### src/rtl/wb_cacheop_sequencer.sv
// Sequences writeback-stage TLB and CACHE ops: issues TLB/cache maintenance requests, then flushes to pc+4.
// Latency: TLB ops refetch 2 cycles after accept; cache ops refetch 1 cycle after ack+done (or WAIT_LIMIT timeout).
// Backpressure: ws_stall holds WB from the accept cycle through the flush cycle; cache reqs held until acked.
module wb_cacheop_sequencer #(
  parameter int ADDR_W     = 32,
  parameter int WAIT_LIMIT = 255,
  parameter int CNT_W      = 8
) (
  input  logic              clk,
  input  logic              reset,
  input  logic              op_valid,
  input  logic [1:0]        op_kind,
  input  logic              cache_sel,
  input  logic [2:0]        cache_code,
  input  logic [ADDR_W-1:0] op_vaddr,
  input  logic [ADDR_W-1:0] op_paddr,
  input  logic [ADDR_W-1:0] op_pc,
  input  logic              ex_en,
  output logic              ws_stall,
  output logic [2:0]        tlb_req,
  output logic              ic_req,
  output logic              dc_req,
  output logic [2:0]        c_code,
  output logic [ADDR_W-1:0] c_vaddr,
  output logic [ADDR_W-1:0] c_paddr,
  input  logic              ic_ack,
  input  logic              dc_ack,
  input  logic              c_done,
  output logic              refetch,
  output logic [ADDR_W-1:0] refetch_pc,
  output logic              timeout
);

  typedef enum logic [2:0] {
    S_IDLE,
    S_TLB,
    S_C_REQ,
    S_C_WAIT,
    S_FLUSH
  } state_t;

  // Timeout fires on the cycle the counter reads WAIT_LIMIT-1, i.e. after WAIT_LIMIT wait cycles.
  localparam int unsigned LIM_M1 = (WAIT_LIMIT == 0) ? 0 : WAIT_LIMIT - 1;
  localparam logic [CNT_W-1:0] LIMIT_M1 = LIM_M1[CNT_W-1:0];
  localparam bit TMO_EN = (WAIT_LIMIT != 0);

  state_t            state;
  logic              sel_q;
  logic [ADDR_W-1:0] pc_q;
  logic [CNT_W-1:0]  cnt;
  logic              accept;
  logic              ack_sel;

  assign accept   = (state == S_IDLE) & op_valid & ~ex_en;
  assign ws_stall = (state != S_IDLE) | accept;
  // Only the ack of the cache actually addressed counts; the other one is noise.
  assign ack_sel  = sel_q ? dc_ack : ic_ack;

  // Single FSM with all outputs registered; tlb_req/refetch/timeout default low so they pulse.
  always_ff @(posedge clk or posedge reset) begin
    if (reset) begin
      state      <= S_IDLE;
      sel_q      <= 1'b0;
      pc_q       <= '0;
      cnt        <= '0;
      tlb_req    <= '0;
      ic_req     <= 1'b0;
      dc_req     <= 1'b0;
      c_code     <= '0;
      c_vaddr    <= '0;
      c_paddr    <= '0;
      refetch    <= 1'b0;
      refetch_pc <= '0;
      timeout    <= 1'b0;
    end else begin
      tlb_req <= '0;
      refetch <= 1'b0;
      timeout <= 1'b0;
      case (state)
        S_IDLE: begin
          if (accept) begin
            sel_q   <= cache_sel;
            pc_q    <= op_pc;
            c_code  <= cache_code;
            c_vaddr <= op_vaddr;
            c_paddr <= op_paddr;
            if (op_kind == 2'd3) begin
              ic_req <= ~cache_sel;
              dc_req <= cache_sel;
              state  <= S_C_REQ;
            end else begin
              tlb_req <= 3'(3'b001 << op_kind);
              state   <= S_TLB;
            end
          end
        end
        S_TLB: begin
          // TLB completes within its strobe cycle, so flush immediately.
          refetch    <= 1'b1;
          refetch_pc <= pc_q + ADDR_W'(4);
          state      <= S_FLUSH;
        end
        S_C_REQ: begin
          if (ack_sel) begin
            ic_req <= 1'b0;
            dc_req <= 1'b0;
            cnt    <= '0;
            if (c_done) begin
              refetch    <= 1'b1;
              refetch_pc <= pc_q + ADDR_W'(4);
              state      <= S_FLUSH;
            end else begin
              state <= S_C_WAIT;
            end
          end
        end
        S_C_WAIT: begin
          if (cnt != '1) cnt <= cnt + 1'b1;
          // A late c_done on the limit cycle still counts as a normal completion.
          if (c_done) begin
            refetch    <= 1'b1;
            refetch_pc <= pc_q + ADDR_W'(4);
            state      <= S_FLUSH;
          end else if (TMO_EN && cnt == LIMIT_M1) begin
            refetch    <= 1'b1;
            refetch_pc <= pc_q + ADDR_W'(4);
            timeout    <= 1'b1;
            state      <= S_FLUSH;
          end
        end
        S_FLUSH: begin
          state <= S_IDLE;
        end
        default: begin
          state <= S_IDLE;
        end
      endcase
    end
  end

endmodule
### config.mk
export PLATFORM = sky130hd
export DESIGN_NAME = wb_cacheop_sequencer
export DESIGN_NICKNAME = d
export VERILOG_FILES = /design/src/rtl/wb_cacheop_sequencer.sv
export SDC_FILE = /design/constraint.sdc
export NUM_CORES = 1
export LEC_CHECK = 0
export BUFFER_PORTS_ARGS = -buffer_cell sky130_fd_sc_hd__buf_2
export CAP_MARGIN = 5
export CORE_MARGIN = 2
export CORE_UTILIZATION = 25
export DETAILED_ROUTE_END_ITERATION = 12
export PLACE_DENSITY = 0.52
export RECOVER_POWER = 50
export SLEW_MARGIN = 10
export SYNTH_ARGS = -nofsm -noshare
export SYNTH_HDL_FRONTEND = slang
export SYNTH_SLANG_ARGS = --single-unit
### constraint.sdc
create_clock -name clk -period 10.3 [get_ports clk]
set_input_delay 1.03 -clock clk [delete_from_list [all_inputs] [get_ports clk]]
set_output_delay 1.03 -clock clk [all_outputs]
set_load 0.02 [all_outputs]
==> metrics, run 1 <==
Hold Path Stages 1; worst skew pair latency around 0.42 ns; Yosys top cell area share 0.5845; Seq/Total Area, Yosys 0.5845; power consumption 2.719 mW; Post-CTS Setup Bufs 0; WHS 0.4884 ns; Worst-path clk slew roughly 0.070 ns; DRC viols 0; Final setup viols 0; post-synthesis mux area share 0.1989; Syn Area/Cell approximately 13 sq um; final instance area ~8300 sq um; largest family of logic cells by synthesized area multiplexers; vias in the first global route approximately 4600; synthesis-stage register bit count 150; CTS buffer count 17; most common cell after layout, fill and taps aside dfrtp_1; vias 4632; drt pass-1 iters 4; VDD IR max 0.1606 mV; fmax approximately 270 MHz; P_leak around 3.5 nW; Worst Path Required around 11 ns; Hold Path Sink c_paddr[18]; final worst clock skew approximately 0.011 ns; global-route wire length before repair approximately 24 mm; Cell Rows between 50 and 60; die height 164.3 microns; WS Path Type in2async; Root Driver clkbuf_16; Synth area leaders dfrtp_1, mux2_2, mux2_1; share of layout cells above drive strength 1 0.3426; core area ~25000 sq um; CTS tree yes; NumNets Final 820; initial antenna violation count 8; Synth cell types 43; Tmin final ~3.6 ns; max_slew headroom -1.190; max-slew violations ~110; fillers between 2000 and 3000; area occupied by multi-input gates about 2500 sq um; Ys Warns 0; First DRT Iteration DRCs a little under 200; r2r worst-path depth 4; R2R Setup Slk approximately 7.1 ns; adder-cell share of the synthesized area 0.005845; drt via density 4.374; Detail Route Antenna Nets 0; CTS max path bufs 2; Final Non-Filler Cells 1059; CTS-repair resized insts 0; R2R Path End pc_q[3]; largest net degree at the start of global routing ~80; Syn Inst Count 497; Compound-Gate Fraction of Synth Area 0.08065; unrepaired setup endpoints after global routing false; routed len/inst approximately 15 microns; Max FO, Critical Path 77; detailed placer's ending HPWL around 11 mm; gp weighted congestion slightly above 0.7; die width about 160 microns; H-tree levels 4; most frequent cells in the layout dfrtp_1, buf_2, clkbuf_1; post-synth top area cell dfrtp_1; GRT Total Usage 0.1174; Synth Area in XOR/XNOR 0.01636; Cells after DPL slightly above 1000; Ports about 220; sequential cell area around 3800 sq um; hold_buf cts 0; syn_nets slightly above 600; arrival time worst endpoint approximately 4.0 ns; Setup TNS 0 ns; dpl cell area 7844 sq um; FF-to-FF Start state[2]; max-cap check violation count 2; critical path startpoint category primary input; port bufs 215; status finished with violations; Die Area approximately 27000 sq um; final hold violations 0; mapped cell area 6422 sq um; HP Class reg2reg; total grt overflow 0; routed wire length about 16 mm; Critical Path Sink Type asynchronous set/reset pin; Pwr Density 326.0 nW/um^2; period utilization 0.3536; Worst Tran Pin Value between 3 and 4 ns; Initial Utilization 0.2550; violated checks capacitance limit, slew limit; post-synthesis simple-gate area fraction 0.08553; Area Growth Syn to Fin 29.87%; clock tree sinks 150; Hold Startpoint c_paddr[18]
[power by group]
group | switching [mW] | internal [mW] | total (mW) | leakage (nW)
Clock | 0.258 | 0.380 | 0.638 | 0.289
Combinational | 0.605 | 0.399 | 1.00 | 1.45
Sequential | 0.206 | 0.872 | 1.08 | 1.78
Total | 1.07 | 1.65 | 2.72 | 3.52
[cells in the mapped netlist, drive strengths merged]
cell,n
and2,2
or3b,1
nor3,8
nand2b,1
nor4bb,1
xnor2,12
nand2,15
clkbuf,17
or3,6
a21bo,1
mux2i,5
nor4,1
buf,10
ha,3
and3,2
nand3,10
a31oi,16
o211ai,2
or2,3
or4,18
o31ai,15
a221oi,1
nor2,6
nand4,10
nor2b,2
inv,15
mux2,109
o41ai,1
dfrtp,150
a22o,1
a21oi,35
and4,1
o21ai,13
nor3b,3
o21bai,1
[state kept, by name, summed over array words and instances (netlist names), 3 cells and up]
register	flops
c_paddr	32
pc_q	32
refetch_pc	32
c_code	3
c_vaddr	32
tlb_req	3
cnt	8
state	3
[worst max-delay path, cell delays in order]
cell        delay (ns)
buf_2             0.10
clkinvlp_2        1.84
buf_4             0.99
[how the worst max path moves through the flow]
stage          startpoint            end  depth (start not counted)
2_1_floorplan       reset      c_code[0]                          1
4_1_cts             ex_en       ws_stall                          4
3_5_place_dp       dc_ack  refetch_pc[6]                          7
5_1_grt             reset          sel_q                          3
6_report            reset    c_vaddr[16]                          3
3_3_place_gp       dc_ack  refetch_pc[3]                          7
[cells by family after synthesis]
family                   count (synthesis)
buffers and inverters                   42
AND/OR/NAND/NOR                         90
multiplexers                           114
flip-flops                             150
XOR/XNOR                                12
adder cells (fa/ha/maj)                  3
AO/OA/AOI/OAI                           86
[metal layers]
metal / vias up / track usage / routed length (microns)
met3: 15 / 0.05606 / 1253
met4: 4 / 0.03309 / 150
li1: 2257 / - / -
met5: - / 0 / 24
met1: 2230 / 0.1404 / 6800
met2: 126 / 0.1879 / 7591
[cell type report]
class,count,area share
Clock inverter,12,0.01725
Antenna cell,8,0.002400
Timing Repair Buffer,219,0.1184
Sequential cell,150,0.4500
Clock buffer,20,0.05596
Inverter,15,0.006901
Multi-Input combinational cell,305,0.2996
Tap cell,330,0.04950
[stage by stage]
stage                     setup WS (ns)  utilization
final                             6.658       0.3312
after global routing              5.940       0.3306
after CTS                         7.466       0.3357
after detailed placement          7.113       0.3115
after global placement            7.105       0.3115
after floorplan                   5.234            -
(Power assumes the default switching activity.)
==> run 2: changes to the inputs <==
- PLACE_DENSITY: 0.52 -> 0.54
- clock period: 10.3 -> 3.3 ns (I/O delays scaled with it)
==> metrics, run 2 (synthesis gave the netlist of run 1 again) <==
worst skew pair latency 0.43 ns (about the same); GRT Total Usage 0.1207 (+0.003365); Worst Tran Pin Value 1.955 ns (-1.312 ns); Setup TNS 0 ns (unchanged); R2R Path End refetch_pc[30]; slowest cell on the critical path or4_1; largest net degree at the start of global routing 114 (+46%); crit-path max cell delay 0.77 ns (-1.07 ns); period utilization 0.7267; routed len/inst 15.11 microns (+1.1%); DRC viols 0 (unchanged); Area Growth Syn to Fin 31.42%; Worst-path clk slew 0.07 ns (about the same); Detail Route Antenna Nets 0 (unchanged); CTS max path bufs 2 (unchanged); total grt overflow 0 (unchanged); Cell Rows 58 (unchanged); gp weighted congestion 0.7279 (+0.97%); Critical Path Sink Type flop; Initial Utilization 0.2550 (unchanged); drt pass-1 iters 4 (unchanged); CP most frequent cell or4_1; critical path startpoint category flop; routed wire length 15.94 mm (+0.75%); VDD IR max 0.4372 mV (+170%); Sequential Power Share 0.388 (-0.008); FF-to-FF Start pc_q[2]; Pwr Density 1025 nW/um^2 (+210%); R2R Setup Slk 0.90 ns (-6.15 ns); fillers 2561 (-0.89%); initial antenna violation count 7 (-1); Setup WS post-layout 0.9018 ns (-5.757 ns); Die Area 26990 sq um (unchanged); detailed placer's ending HPWL 11.38 mm (+0.62%); CP Cell Sequence ha_1 -> nand3_2 -> or4_1 -> or4_1 -> a31oi_1; status finished with violations; global-route wire length before repair 24.88 mm (+2.2%); final worst clock skew 0.01307 ns (+0.002482 ns); top cell family by delay on the critical path simple AND/OR/NAND/NOR gates; H-tree levels 4 (unchanged); vias 4726 (+2.0%); most frequent cells in the layout buf_2, dfrtp_1, mux2_2; vias in the first global route 4710 (+2.1%); HP Class in2async; Net Sw Frac 0.3983 (+0.005169); core area 25180 sq um (unchanged); Ports 216 (unchanged); area occupied by multi-input gates 2510 sq um (+0.45%); Root Driver clkbuf_16; r2r worst-path depth 5 (+1); max-cap check violation count 1 (-1); max-slew violations 38 (-66%); Post-CTS Setup Bufs 0 (unchanged); WS Path Type reg2reg; Clock power frac 0.239 (+0.004); pre-CTS setup slack 0.8983 ns (-6.214 ns); CTS buffer count 17 (unchanged); First DRT Iteration DRCs 189 (-5.0%); final hold violations 0 (unchanged); most common cell after layout, fill and taps aside buf_2; die height 164.3 microns (unchanged); Max FO, Critical Path 16 (-79%); share of layout cells above drive strength 1 0.4025 (+0.05991); unrepaired setup endpoints after global routing false; arrival time worst endpoint 2.74 ns (-1.30 ns); fmax between 400 and 500 MHz; port bufs 215 (unchanged); clock tree sinks 150 (unchanged); hold_buf cts 0 (unchanged); Tmin final 2.398 ns; internal power 5.204 mW (+220%); drt via density 4.480 (+2.4%); P_leak 3.671 nW (+4.2%); violated checks capacitance limit, slew limit; sequential cell area 3754 sq um (unchanged); die width 164.3 microns (unchanged); CTS tree yes; WP buf/inv 0 (-3); Logic pwr share 0.373 (+0.004); Sw Pwr 3.445 mW (+220%); Final setup viols 0 (unchanged); Worst Path Required 3.64 ns (-7.05 ns); max_slew headroom -0.3034 (+0.8868); CTS-repair resized insts 0 (unchanged); NumNets Final 822 (+0.24%)
## run 2: area by class of cell
type / count / area share
tap: 330 / 0.04892
clock inverter: 15 / 0.02372
clock buffer: 17 / 0.05040
sequential: 150 / 0.4447
inverter: 15 / 0.006819
antenna: 2 / 0.0005929
multi-input combinational: 305 / 0.2974
timing repair buffer: 221 / 0.1275
## run 2: worst max-delay path by stage
stage / startpoint / cells after the start / endpoint
finish: pc_q[2] / 5 / refetch_pc[30]
global route: pc_q[2] / 5 / refetch_pc[26]
CTS: pc_q[2] / 5 / refetch_pc[30]
detailed placement: pc_q[2] / 5 / refetch_pc[30]
global placement: pc_q[2] / 5 / refetch_pc[30]
floorplan: reset / 1 / c_code[0]
## run 2: worst register-to-register path: cells and delay by family, from the launching register on
| family | cells | cell delay [ns] |
|---|---|---|
| AOI/OAI and AO/OA | 1 | 0.17 |
| adders and majority gates | 1 | 0.23 |
| DFF | 1 | 0.42 |
| and+or+nand+nor | 3 | 1.50 |
## run 2: stage by stage
stage	power, mW	std cells	cell area (sq um)	utilization	hold WS (ns)
CTS	8.886	1053	8508	0.3379	0.06973
finish	8.649	1055	8441	0.3352	0.07242
global route	9.227	1054	8438	0.3351	0.08502
floorplan	5.542	497	6426	-	0.3998
detailed placement	6.760	1021	7883	0.3130	0.4694
global placement	6.691	1021	7883	0.3130	0.4640
## run 2: metal layers
| metal | global-route usage | wire length, microns | vias to the layer above |
|---|---|---|---|
| met5 | 0 | 69 | - |
| met4 | 0.04426 | 279 | 10 |
| met3 | 0.05177 | 1300 | 25 |
| met2 | 0.1987 | 7688 | 167 |
| met1 | 0.1395 | 6600 | 2254 |
| li1 | - | - | 2270 |
## run 2: power groups by stage
stage	clock, mW	sequential, mW	combinational (mW)
2_1_floorplan	0	4.06	1.48
3_3_place_gp	0	3.35	3.34
3_5_place_dp	0	3.38	3.38
4_1_cts	2.15	3.36	3.38
5_1_grt	2.22	3.49	3.52
6_report	2.07	3.35	3.23
